==> config.mk <==
export PLATFORM = sky130hd
export DESIGN_NAME = spi_slave_port_flat
export DESIGN_NICKNAME = d
export VERILOG_FILES = /design/src/rtl/spi_pkg.sv /design/src/rtl/spi_slave_port_if.sv /design/src/rtl/spi_sync_edge.sv /design/src/rtl/spi_slave_port.sv /design/src/flat_wrapper.sv
export SDC_FILE = /design/constraint.sdc
export NUM_CORES = 1
export LEC_CHECK = 0
export BUFFER_PORTS_ARGS = -buffer_cell sky130_fd_sc_hd__buf_4
export CORE_ASPECT_RATIO = 0.75
export CORE_MARGIN = 2
export CORE_UTILIZATION = 45
export DETAILED_ROUTE_END_ITERATION = 7
export GPL_TIMING_DRIVEN = 0
export PLACE_DENSITY = 0.72
export SYNTH_ARGS = -nofsm -noshare
export SYNTH_HDL_FRONTEND = slang
export SYNTH_SLANG_ARGS = --single-unit
==> constraint.sdc <==
create_clock -name clk -period 1.95 [get_ports clk]
set_input_delay 0.2925 -clock clk [delete_from_list [all_inputs] [get_ports clk]]
set_output_delay 0.2925 -clock clk [all_outputs]
set_load 0.1 [all_outputs]
==> src/rtl/spi_pkg.sv <==
// Shared SPI definitions: transfer FSM encoding and default word width,
// common to the master and the responder.
package spi_pkg;

  localparam int SPI_WIDTH = 8;

  typedef enum logic [1:0] {
    IDLE  = 2'd0,
    LOAD  = 2'd1,
    SHIFT = 2'd2
  } spi_state_e;

endpackage

==> src/rtl/spi_slave_port_if.sv <==
// SPI pin group plus the transmit/receive word handshake of the responder.
interface spi_slave_port_if
  import spi_pkg::*;
#(
  parameter int WIDTH = SPI_WIDTH
);

  logic             sclk;
  logic             cs_n;
  logic             mosi;
  logic             miso;
  logic             miso_en;
  logic [WIDTH-1:0] tx_data;
  logic             tx_valid;
  logic             tx_ready;
  logic [WIDTH-1:0] rx_data;
  logic             rx_valid;
  logic             underrun;
  logic             abort;

  modport slave (
    input  sclk, cs_n, mosi, tx_data, tx_valid,
    output miso, miso_en, tx_ready, rx_data, rx_valid, underrun, abort
  );

  modport master (
    output sclk, cs_n, mosi, tx_data, tx_valid,
    input  miso, miso_en, tx_ready, rx_data, rx_valid, underrun, abort
  );

endinterface

==> src/rtl/spi_sync_edge.sv <==
// Two-flop synchronizer for an asynchronous pin, with registered one-cycle
// rise/fall strobes that lag the pin by three clk cycles.
module spi_sync_edge #(
  parameter logic RESET_VAL = 1'b0
) (
  input  logic clk,
  input  logic reset,
  input  logic din,
  output logic level,
  output logic rise,
  output logic fall
);

  logic meta_r;
  logic sync_r;
  logic prev_r;
  logic rise_r;
  logic fall_r;

  // Synchronizer chain and edge strobe registers.
  always_ff @(posedge clk or negedge reset) begin
    if (!reset) begin
      meta_r <= RESET_VAL;
      sync_r <= RESET_VAL;
      prev_r <= RESET_VAL;
      rise_r <= 1'b0;
      fall_r <= 1'b0;
    end else begin
      meta_r <= din;
      sync_r <= meta_r;
      prev_r <= sync_r;
      rise_r <= sync_r & ~prev_r;
      fall_r <= ~sync_r & prev_r;
    end
  end

  assign level = sync_r;
  assign rise  = rise_r;
  assign fall  = fall_r;

endmodule

==> src/rtl/spi_slave_port.sv <==
// Mode-0 SPI responder oversampled by clk: shifts buffered words out on miso,
// strobes out each received word, and supports multi-word bursts per select.
module spi_slave_port
  import spi_pkg::*;
#(
  parameter int               WIDTH     = SPI_WIDTH,
  parameter logic [WIDTH-1:0] IDLE_WORD = {WIDTH{1'b1}}
) (
  input  logic           clk,
  input  logic           reset,
  spi_slave_port_if.slave bus
);

  localparam int               CNT_W    = $clog2(WIDTH + 1);
  localparam logic [CNT_W-1:0] LAST_BIT = CNT_W'(WIDTH - 1);

  logic sclk_level_s, sclk_rise_s, sclk_fall_s;
  logic cs_level_s, cs_rise_s, cs_fall_s;
  logic mosi_s, mosi_rise_s, mosi_fall_s;
  logic unused_s;

  spi_state_e       state_r, state_s;
  logic             do_load_s, do_shift_s, do_sample_s, do_stop_s;
  logic [WIDTH-1:0] load_word_s;

  logic [CNT_W-1:0] cnt_r;
  logic [WIDTH-1:0] tx_sh_r;
  logic [WIDTH-1:0] rx_sh_r;
  logic [WIDTH-1:0] rx_data_r;
  logic [WIDTH-1:0] buf_r;
  logic             buf_empty_r;
  logic             reload_r;
  logic             miso_r;
  logic             miso_en_r;
  logic             rx_valid_r;
  logic             underrun_r;
  logic             abort_r;

  spi_sync_edge #(.RESET_VAL(1'b0)) u_sclk_sync (
    .clk(clk), .reset(reset), .din(bus.sclk),
    .level(sclk_level_s), .rise(sclk_rise_s), .fall(sclk_fall_s)
  );

  spi_sync_edge #(.RESET_VAL(1'b1)) u_cs_sync (
    .clk(clk), .reset(reset), .din(bus.cs_n),
    .level(cs_level_s), .rise(cs_rise_s), .fall(cs_fall_s)
  );

  spi_sync_edge #(.RESET_VAL(1'b0)) u_mosi_sync (
    .clk(clk), .reset(reset), .din(bus.mosi),
    .level(mosi_s), .rise(mosi_rise_s), .fall(mosi_fall_s)
  );

  assign unused_s    = ^{sclk_level_s, cs_level_s, mosi_rise_s, mosi_fall_s};
  assign load_word_s = buf_empty_r ? IDLE_WORD : buf_r;

  // FSM state register and pad enable.
  always_ff @(posedge clk or negedge reset) begin
    if (!reset) begin
      state_r   <= IDLE;
      miso_en_r <= 1'b0;
    end else begin
      state_r   <= state_s;
      miso_en_r <= (state_s != IDLE);
    end
  end

  // Next state and datapath commands; a select rise masks any same-cycle sclk edge.
  always_comb begin
    state_s     = state_r;
    do_load_s   = 1'b0;
    do_shift_s  = 1'b0;
    do_sample_s = 1'b0;
    do_stop_s   = 1'b0;
    case (state_r)
      IDLE: begin
        if (cs_fall_s) begin
          state_s   = LOAD;
          do_load_s = 1'b1;
        end else begin
          state_s = IDLE;
        end
      end
      LOAD: begin
        if (cs_rise_s) begin
          state_s   = IDLE;
          do_stop_s = 1'b1;
        end else begin
          state_s = SHIFT;
        end
      end
      SHIFT: begin
        if (cs_rise_s) begin
          state_s   = IDLE;
          do_stop_s = 1'b1;
        end else if (sclk_rise_s) begin
          do_sample_s = 1'b1;
        end else if (sclk_fall_s) begin
          if (reload_r) begin
            do_load_s = 1'b1;
          end else begin
            do_shift_s = 1'b1;
          end
        end else begin
          state_s = SHIFT;
        end
      end
      default: begin
        state_s   = IDLE;
        do_stop_s = 1'b1;
      end
    endcase
  end

  // Shift registers, bit counter and status strobes.
  always_ff @(posedge clk or negedge reset) begin
    if (!reset) begin
      cnt_r      <= {CNT_W{1'b0}};
      tx_sh_r    <= {WIDTH{1'b0}};
      rx_sh_r    <= {WIDTH{1'b0}};
      rx_data_r  <= {WIDTH{1'b0}};
      reload_r   <= 1'b0;
      miso_r     <= 1'b0;
      rx_valid_r <= 1'b0;
      underrun_r <= 1'b0;
      abort_r    <= 1'b0;
    end else begin
      rx_valid_r <= 1'b0;
      underrun_r <= 1'b0;
      abort_r    <= 1'b0;
      if (do_stop_s) begin
        abort_r  <= (cnt_r != {CNT_W{1'b0}});
        cnt_r    <= {CNT_W{1'b0}};
        reload_r <= 1'b0;
        miso_r   <= 1'b0;
      end else if (do_load_s) begin
        tx_sh_r    <= load_word_s;
        miso_r     <= load_word_s[WIDTH-1];
        underrun_r <= buf_empty_r;
        reload_r   <= 1'b0;
      end else if (do_shift_s) begin
        tx_sh_r <= {tx_sh_r[WIDTH-2:0], 1'b0};
        miso_r  <= tx_sh_r[WIDTH-2];
      end else if (do_sample_s) begin
        rx_sh_r <= {rx_sh_r[WIDTH-2:0], mosi_s};
        if (cnt_r == LAST_BIT) begin
          rx_data_r  <= {rx_sh_r[WIDTH-2:0], mosi_s};
          rx_valid_r <= 1'b1;
          cnt_r      <= {CNT_W{1'b0}};
          reload_r   <= 1'b1;
        end else begin
          cnt_r <= cnt_r + CNT_W'(1);
        end
      end
    end
  end

  // One-entry transmit buffer; a fill in a load cycle lands after the load.
  always_ff @(posedge clk or negedge reset) begin
    if (!reset) begin
      buf_r       <= {WIDTH{1'b0}};
      buf_empty_r <= 1'b1;
    end else if (bus.tx_valid && buf_empty_r) begin
      buf_r       <= bus.tx_data;
      buf_empty_r <= 1'b0;
    end else if (do_load_s) begin
      buf_empty_r <= 1'b1;
    end
  end

  assign bus.miso     = miso_r;
  assign bus.miso_en  = miso_en_r;
  assign bus.tx_ready = buf_empty_r;
  assign bus.rx_data  = rx_data_r;
  assign bus.rx_valid = rx_valid_r;
  assign bus.underrun = underrun_r;
  assign bus.abort    = abort_r;

endmodule

==> src/flat_wrapper.sv <==
// flat-port wrapper written by rule: the top's interface ports become plain ports
module spi_slave_port_flat import spi_pkg::*;
#(
  parameter int               WIDTH     = SPI_WIDTH,
  parameter logic [WIDTH-1:0] IDLE_WORD = {WIDTH{1'b1}}
)
  (clk, reset, bus_sclk, bus_cs_n, bus_mosi, bus_tx_data, bus_tx_valid, bus_miso, bus_miso_en, bus_tx_ready, bus_rx_data, bus_rx_valid, bus_underrun, bus_abort);
  spi_slave_port_if #(.WIDTH(WIDTH)) bus_i ();
  input  logic clk;
  input  logic reset;
  input wire logic [$bits(bus_i.sclk)-1:0] bus_sclk;
  input wire logic [$bits(bus_i.cs_n)-1:0] bus_cs_n;
  input wire logic [$bits(bus_i.mosi)-1:0] bus_mosi;
  input wire logic [$bits(bus_i.tx_data)-1:0] bus_tx_data;
  input wire logic [$bits(bus_i.tx_valid)-1:0] bus_tx_valid;
  output wire logic [$bits(bus_i.miso)-1:0] bus_miso;
  output wire logic [$bits(bus_i.miso_en)-1:0] bus_miso_en;
  output wire logic [$bits(bus_i.tx_ready)-1:0] bus_tx_ready;
  output wire logic [$bits(bus_i.rx_data)-1:0] bus_rx_data;
  output wire logic [$bits(bus_i.rx_valid)-1:0] bus_rx_valid;
  output wire logic [$bits(bus_i.underrun)-1:0] bus_underrun;
  output wire logic [$bits(bus_i.abort)-1:0] bus_abort;
  assign bus_i.sclk = bus_sclk;
  assign bus_i.cs_n = bus_cs_n;
  assign bus_i.mosi = bus_mosi;
  assign bus_i.tx_data = bus_tx_data;
  assign bus_i.tx_valid = bus_tx_valid;
  assign bus_miso = bus_i.miso;
  assign bus_miso_en = bus_i.miso_en;
  assign bus_tx_ready = bus_i.tx_ready;
  assign bus_rx_data = bus_i.rx_data;
  assign bus_rx_valid = bus_i.rx_valid;
  assign bus_underrun = bus_i.underrun;
  assign bus_abort = bus_i.abort;
  spi_slave_port #(.WIDTH(WIDTH), .IDLE_WORD(IDLE_WORD)) u_core (.clk(clk), .reset(reset), .bus(bus_i));
endmodule
* After elaboration in Yosys (flattened, before gate mapping) *
Index checks and enable logic that the tools add are counted.
Widths: inputs -> output; s select.

cells by class
  add/subtract/negate cells = 1
  equal/unequal tests = 6
  muxes and demuxes = 48
  bitwise operators = 11
  reductions and logical operators = 16

operator list
  cell                 number
  $mux 1               33
  $mux 4               5
  $mux 7               2
  $reduce_bool 3->1    3
  $mux 2               4
  $mux 8               1
  $reduce_bool 2->1    4
  $not 1->1            7
  $pmux 2 s3           1
  $reduce_and 3->1     2
  $reduce_and 5->1     1
  $add 4x1->4 const B  1
  $and 1x1->1          4
  $eq 4x3->1 const B   1
  $ne 2x2->1 const B   2
  $pmux 1 s2           2
  $reduce_and 4->1     1
  $reduce_bool 4->1    1
  $ne 3x2->1 const B   1
  $eq 2x1->1 const B   1
  $eq 2x2->1 const B   1
  $logic_not 2->1      1
  $reduce_and 2->1     1
  $reduce_or 2->1      1
  $logic_and 1x1->1    1

word-level totals
  register bits = 55
  bits of input ports = 14
  output and inout bits = 14

* Depth between registers and ports, before layout *
  depth after elaboration = 8
  mapped depth = 7
  mapped depth without buffers = 6

* Hierarchy *
Synthesis repeated with hierarchy kept, for this count alone.

unflattened totals
  cell total of the unflattened synthesis = 176
  area total of the unflattened synthesis = 2321.0 um2

modules (own cells, without submodules)
  module                                   times used  cells an instance  area an instance (um2)  sequential area each (um2)
  spi_slave_port                           1           155                1896.8                  1077.3
  spi_sync_edge at u_core.u_mosi_sync ...  2           7                  140.1                   125.1
  spi_sync_edge at u_core.u_cs_sync        1           7                  143.9                   128.9

* Worst setup path before layout *
No wires, ideal clock.

  path type = reg2reg
  from = register u_core.state_r[0]
  to = register u_core.rx_data_r[0] (netlist: u_core.bus.rx_data[0])
  arrival = 1.673 ns
  path slack = 0.149 ns
  stages on the path, launching flop included = 8
  buffers on the path = 1
  period minus slack after synthesis = 1.801 ns
  path through = dfrtp_1 inv_1 ha_1 nor2b_1 o211a_1 nor3b_2 buf_4 mux2_1

on the way
  word-level cells in the longest chain between the ends = 5
  elaborated cells on any way between the ends = 12
  those cells by class = eq/ne: 2; mux: 4; bitwise: 3; reduce/logical: 3

ends and longest elaborated chain
  element                                          RTL line               RTL
  start: declaration                               spi_slave_port.sv:22   spi_state_e state_r, state_s;
  start signal: assignment                         spi_slave_port.sv:63   state_r <= state_s;
  $eq 2x1->1 / $eq 2x2->1 (equally long branches)  spi_slave_port.sv:75   case (state_r)
  $reduce_or 2->1 (no line)                        -
  $pmux 1 s2                                       spi_slave_port.sv:75
  $not 1->1 (no line)                              -
  $reduce_and 5->1 (no line) (*)                   -
  end signal: assignment                           spi_slave_port.sv:121  rx_data_r <= {WIDTH{1'b0}};
  end signal: assignment                           spi_slave_port.sv:147  rx_data_r <= {rx_sh_r[WIDTH-2:0], mosi_s};
  end: declaration                                 spi_slave_port.sv:29   logic [WIDTH-1:0] rx_data_r;

Mark *: on every way between the ends. The rest lies on a longest branch, timed or not.
A chain may end at the register's enable or synchronous reset.

* Worst setup path in the final report *
  from = register u_core.state_r[0]
  to = register u_core.rx_data_r[3] (netlist: u_core.bus.rx_data[3])

The elaborated chain is that of the path after synthesis.

==> out/qor.txt <==
Final number of setup-violating endpoints - 0
Clk sinks - 55
DR iter-0 viols - 52
Pre-CTS setup slack - -0.00266 ns
Maximum clock frequency - 540 MHz
Total core area - 0.00484 mm^2
Synth top area share - 57.2%
Number of enable flip-flop cells after synthesis - 0
Power per cell area - 1080 mW/mm^2
Global route overflow - 0
Wire length of the first global-routing pass - 6300 um
Max VDD drop - 671 uV
Ys async rst share - 100%
Worst-margin pin slew - 0.650 ns
Area grow syn2layout - 18.6%
Final Max Tran Viols - 0
GRT Total Usage - 14.4%
Ports - 28
Total wire length - 3470 um
Post-synth top flop - dfrtp_1
Routed len/inst - 13.1 um
Most common cell in the synthesized netlist - dfrtp_1
Initial antenna violation count - 0
Via-to-Cell Ratio - 5.29
RePlAce Congestion - 0.828
Fillers - 425
Top cells by area, synth - dfrtp_1 (57%), mux2_2 (9.1%), dfstp_2 (4.7%)
Ys Warns - 0
Antenna viol nets, final - 0
Outcome - completed
Setup Skew - 0.00633 ns
Cts hold-fix bufs - 0
Fin crit period - 1.85 ns
Hold Fails Final Rpt - 0
Worst-Skew Late Latency - 0.30 ns
Critical path cell sequence - inv_2 -> ha_4 -> and2b_1 -> o211a_1 -> nor3b_2 -> buf_6 -> mux2_2
Layout cells sized above 1 - 34.6%
Placed instance area - 0.00251 mm^2
CP Data Required Time - 2.15 ns
# H-tree levels - 2
Die width - 85.3 um
Clock Pin Slew Worst Setup and Hold Paths - 0.10 ns
IO Port Bufs - 27
Fin area - 0.00265 mm^2
Slowest cell on crit path - dfrtp_1
Gate Count Post-Synth - 168
CTS buffer count - 5
CP arrival - 2.05 ns
Vias in the first global route - 1,377
Mapped Avg Cell Area - 13.3 um^2
Max stage delay on crit path - 0.43 ns
Clock Tree Root - clkbuf_8
DR vias - 1,401
Register area share after synthesis - 61.9%
CP startpoint kind - register
Leakage - 1.26 nW
TritonCTS clock tree - yes
First-pass DRT Iterations - 4
Residual DRC - 0
HP Class - in2async
Hpwl dp - 2430 um
Crit Path Class - reg2reg
Period Utilization, post-route - 95.0%
# diodes - 0
Most frequent cells after synthesis - dfrtp_1 (51), mux2_2 (18), nand2_1 (11)
Worst Setup Slack, final - 0.0973 ns
Pin count of the biggest net entering global routing - 56
Mapped cell area - 0.00223 mm^2
Mapped Nets - 188
Seq cells post-synth - 55
Die area - 0.00554 mm^2
Distinct cells, synth - 38
CP Max Fanout - 10
Die height - 65.0 um
Max-slew headroom - 56.7%
Row cnt - 22
Leading area contributor after synthesis - dfrtp_1
Clk buf depth - 2
Tot Pwr - 2.87 mW
Initial core utilization - 46.0%
RSZ-0062 raised after global routing - true
Final nets - 224
Nature of the critical path endpoint - register
Maxcap violations - 0
## layout make-up
type | instances | area, um^2 | share of cell area, %
Sequential cell | 55 | 1380 | 52.2
Multi-Input combinational cell | 105 | 836 | 31.6
Timing Repair Buffer | 29 | 218 | 8.23
Tap cell | 60 | 75.1 | 2.84
Clock buffer | 6 | 72.6 | 2.74
Buffer | 4 | 31.3 | 1.18
Clock inverter | 2 | 17.5 | 0.662
Inverter | 4 | 15.0 | 0.567
## critical path, delay by kind of cell, from the launching register on
family,cells,cell delay (ns)
DFF,1,0.43
muxes,1,0.34
buffers and inverters,2,0.29
AOI/OAI and AO/OA,1,0.16
adders and majority gates,1,0.18
and+or+nand+nor,2,0.35
## layer usage
metal / up-vias / part of all wire, % / global-route usage, %
li1: 668 / - / -
met1: 698 / 52 / 21.3
met2: 26 / 42 / 19.5
met3: 9 / 3.7 / 4.08
met4: 0 / 1.8 / 6.55
met5: - / 0 / 0
## placed cells by master, fill, tap and decap left out, types with 2 or more instances in the layout
cell,count
a21oi_1,5
and2_1,2
buf_4,29
buf_6,2
clkbuf_1,2
clkbuf_8,5
dfrtp_1,51
dfstp_2,4
ha_1,4
ha_4,2
inv_1,3
mux2_1,4
mux2_2,18
nand2_1,11
nand3_1,3
nor2_1,10
nor2b_1,6
nor3_1,8
o211ai_1,2
o21ai_0,6
o31ai_1,5
## registers in the layout (all words and copies together), names as in the netlist, 2 cells and up
signal              count
u_core.tx_sh_r          7
u_core.state_r          2
u_core.cnt_r            4
u_core.bus.rx_data      8
u_core.rx_sh_r          7
u_core.buf_r            8
## cell families after synthesis
kind of cell / synth area share [%]
XOR/XNOR: 0.393
flip-flops: 61.9
AND/OR/NAND/NOR: 11.5
multiplexers: 11.6
adder cells (fa/ha/maj): 3.37
buffers and inverters: 1.91
AO/OA/AOI/OAI: 9.31
## report_power, final
group | total, mW | leakage [nW] | switching [mW] | internal, mW
sequential | 1.49 | 0.708 | 0.130 | 1.36
clock | 0.620 | 0.0458 | 0.359 | 0.261
combinational | 0.756 | 0.501 | 0.464 | 0.292
total | 2.87 | 1.26 | 0.953 | 1.92
## what timing repair did
item,CTS,global route
setup buffers,0,2
endpoints found under the setup margin,7,14
gates cloned,0,0
gates resized for setup,1,5
## stage by stage
step	hold WS, ns	TNS (ns)	instances	util (%)
floorplan	-0.00309	0	168	-
finish	0.000781	0	265	54.6
global route	0.0566	0	265	54.6
detailed placement	0.336	-0.00378	255	51.8
CTS	0.0309	0	263	53.7
global placement	0.332	0	255	51.8
## worst paths after layout
kind / from / to / slack (ns) / cells past startpoint
setup / recovery: u_core.state_r[0] / u_core.bus.rx_data[3] / 0.1 / 7
hold / removal: reset / u_core.bus.rx_data[1] / 0.0008 / 1
setup reg to reg: u_core.state_r[0] / u_core.bus.rx_data[3] / 0.1 / 7
hold reg to reg: u_core.u_sclk_sync.meta_r / u_core.u_sclk_sync.level / 0.35 / 0
max in group asynchronous: reset / u_core.tx_sh_r[4] / 1.51 / 1
min in group clk: bus_sclk / u_core.u_sclk_sync.meta_r / 0.09 / 1
No activity file was read; power rests on OpenSTA's default activity.
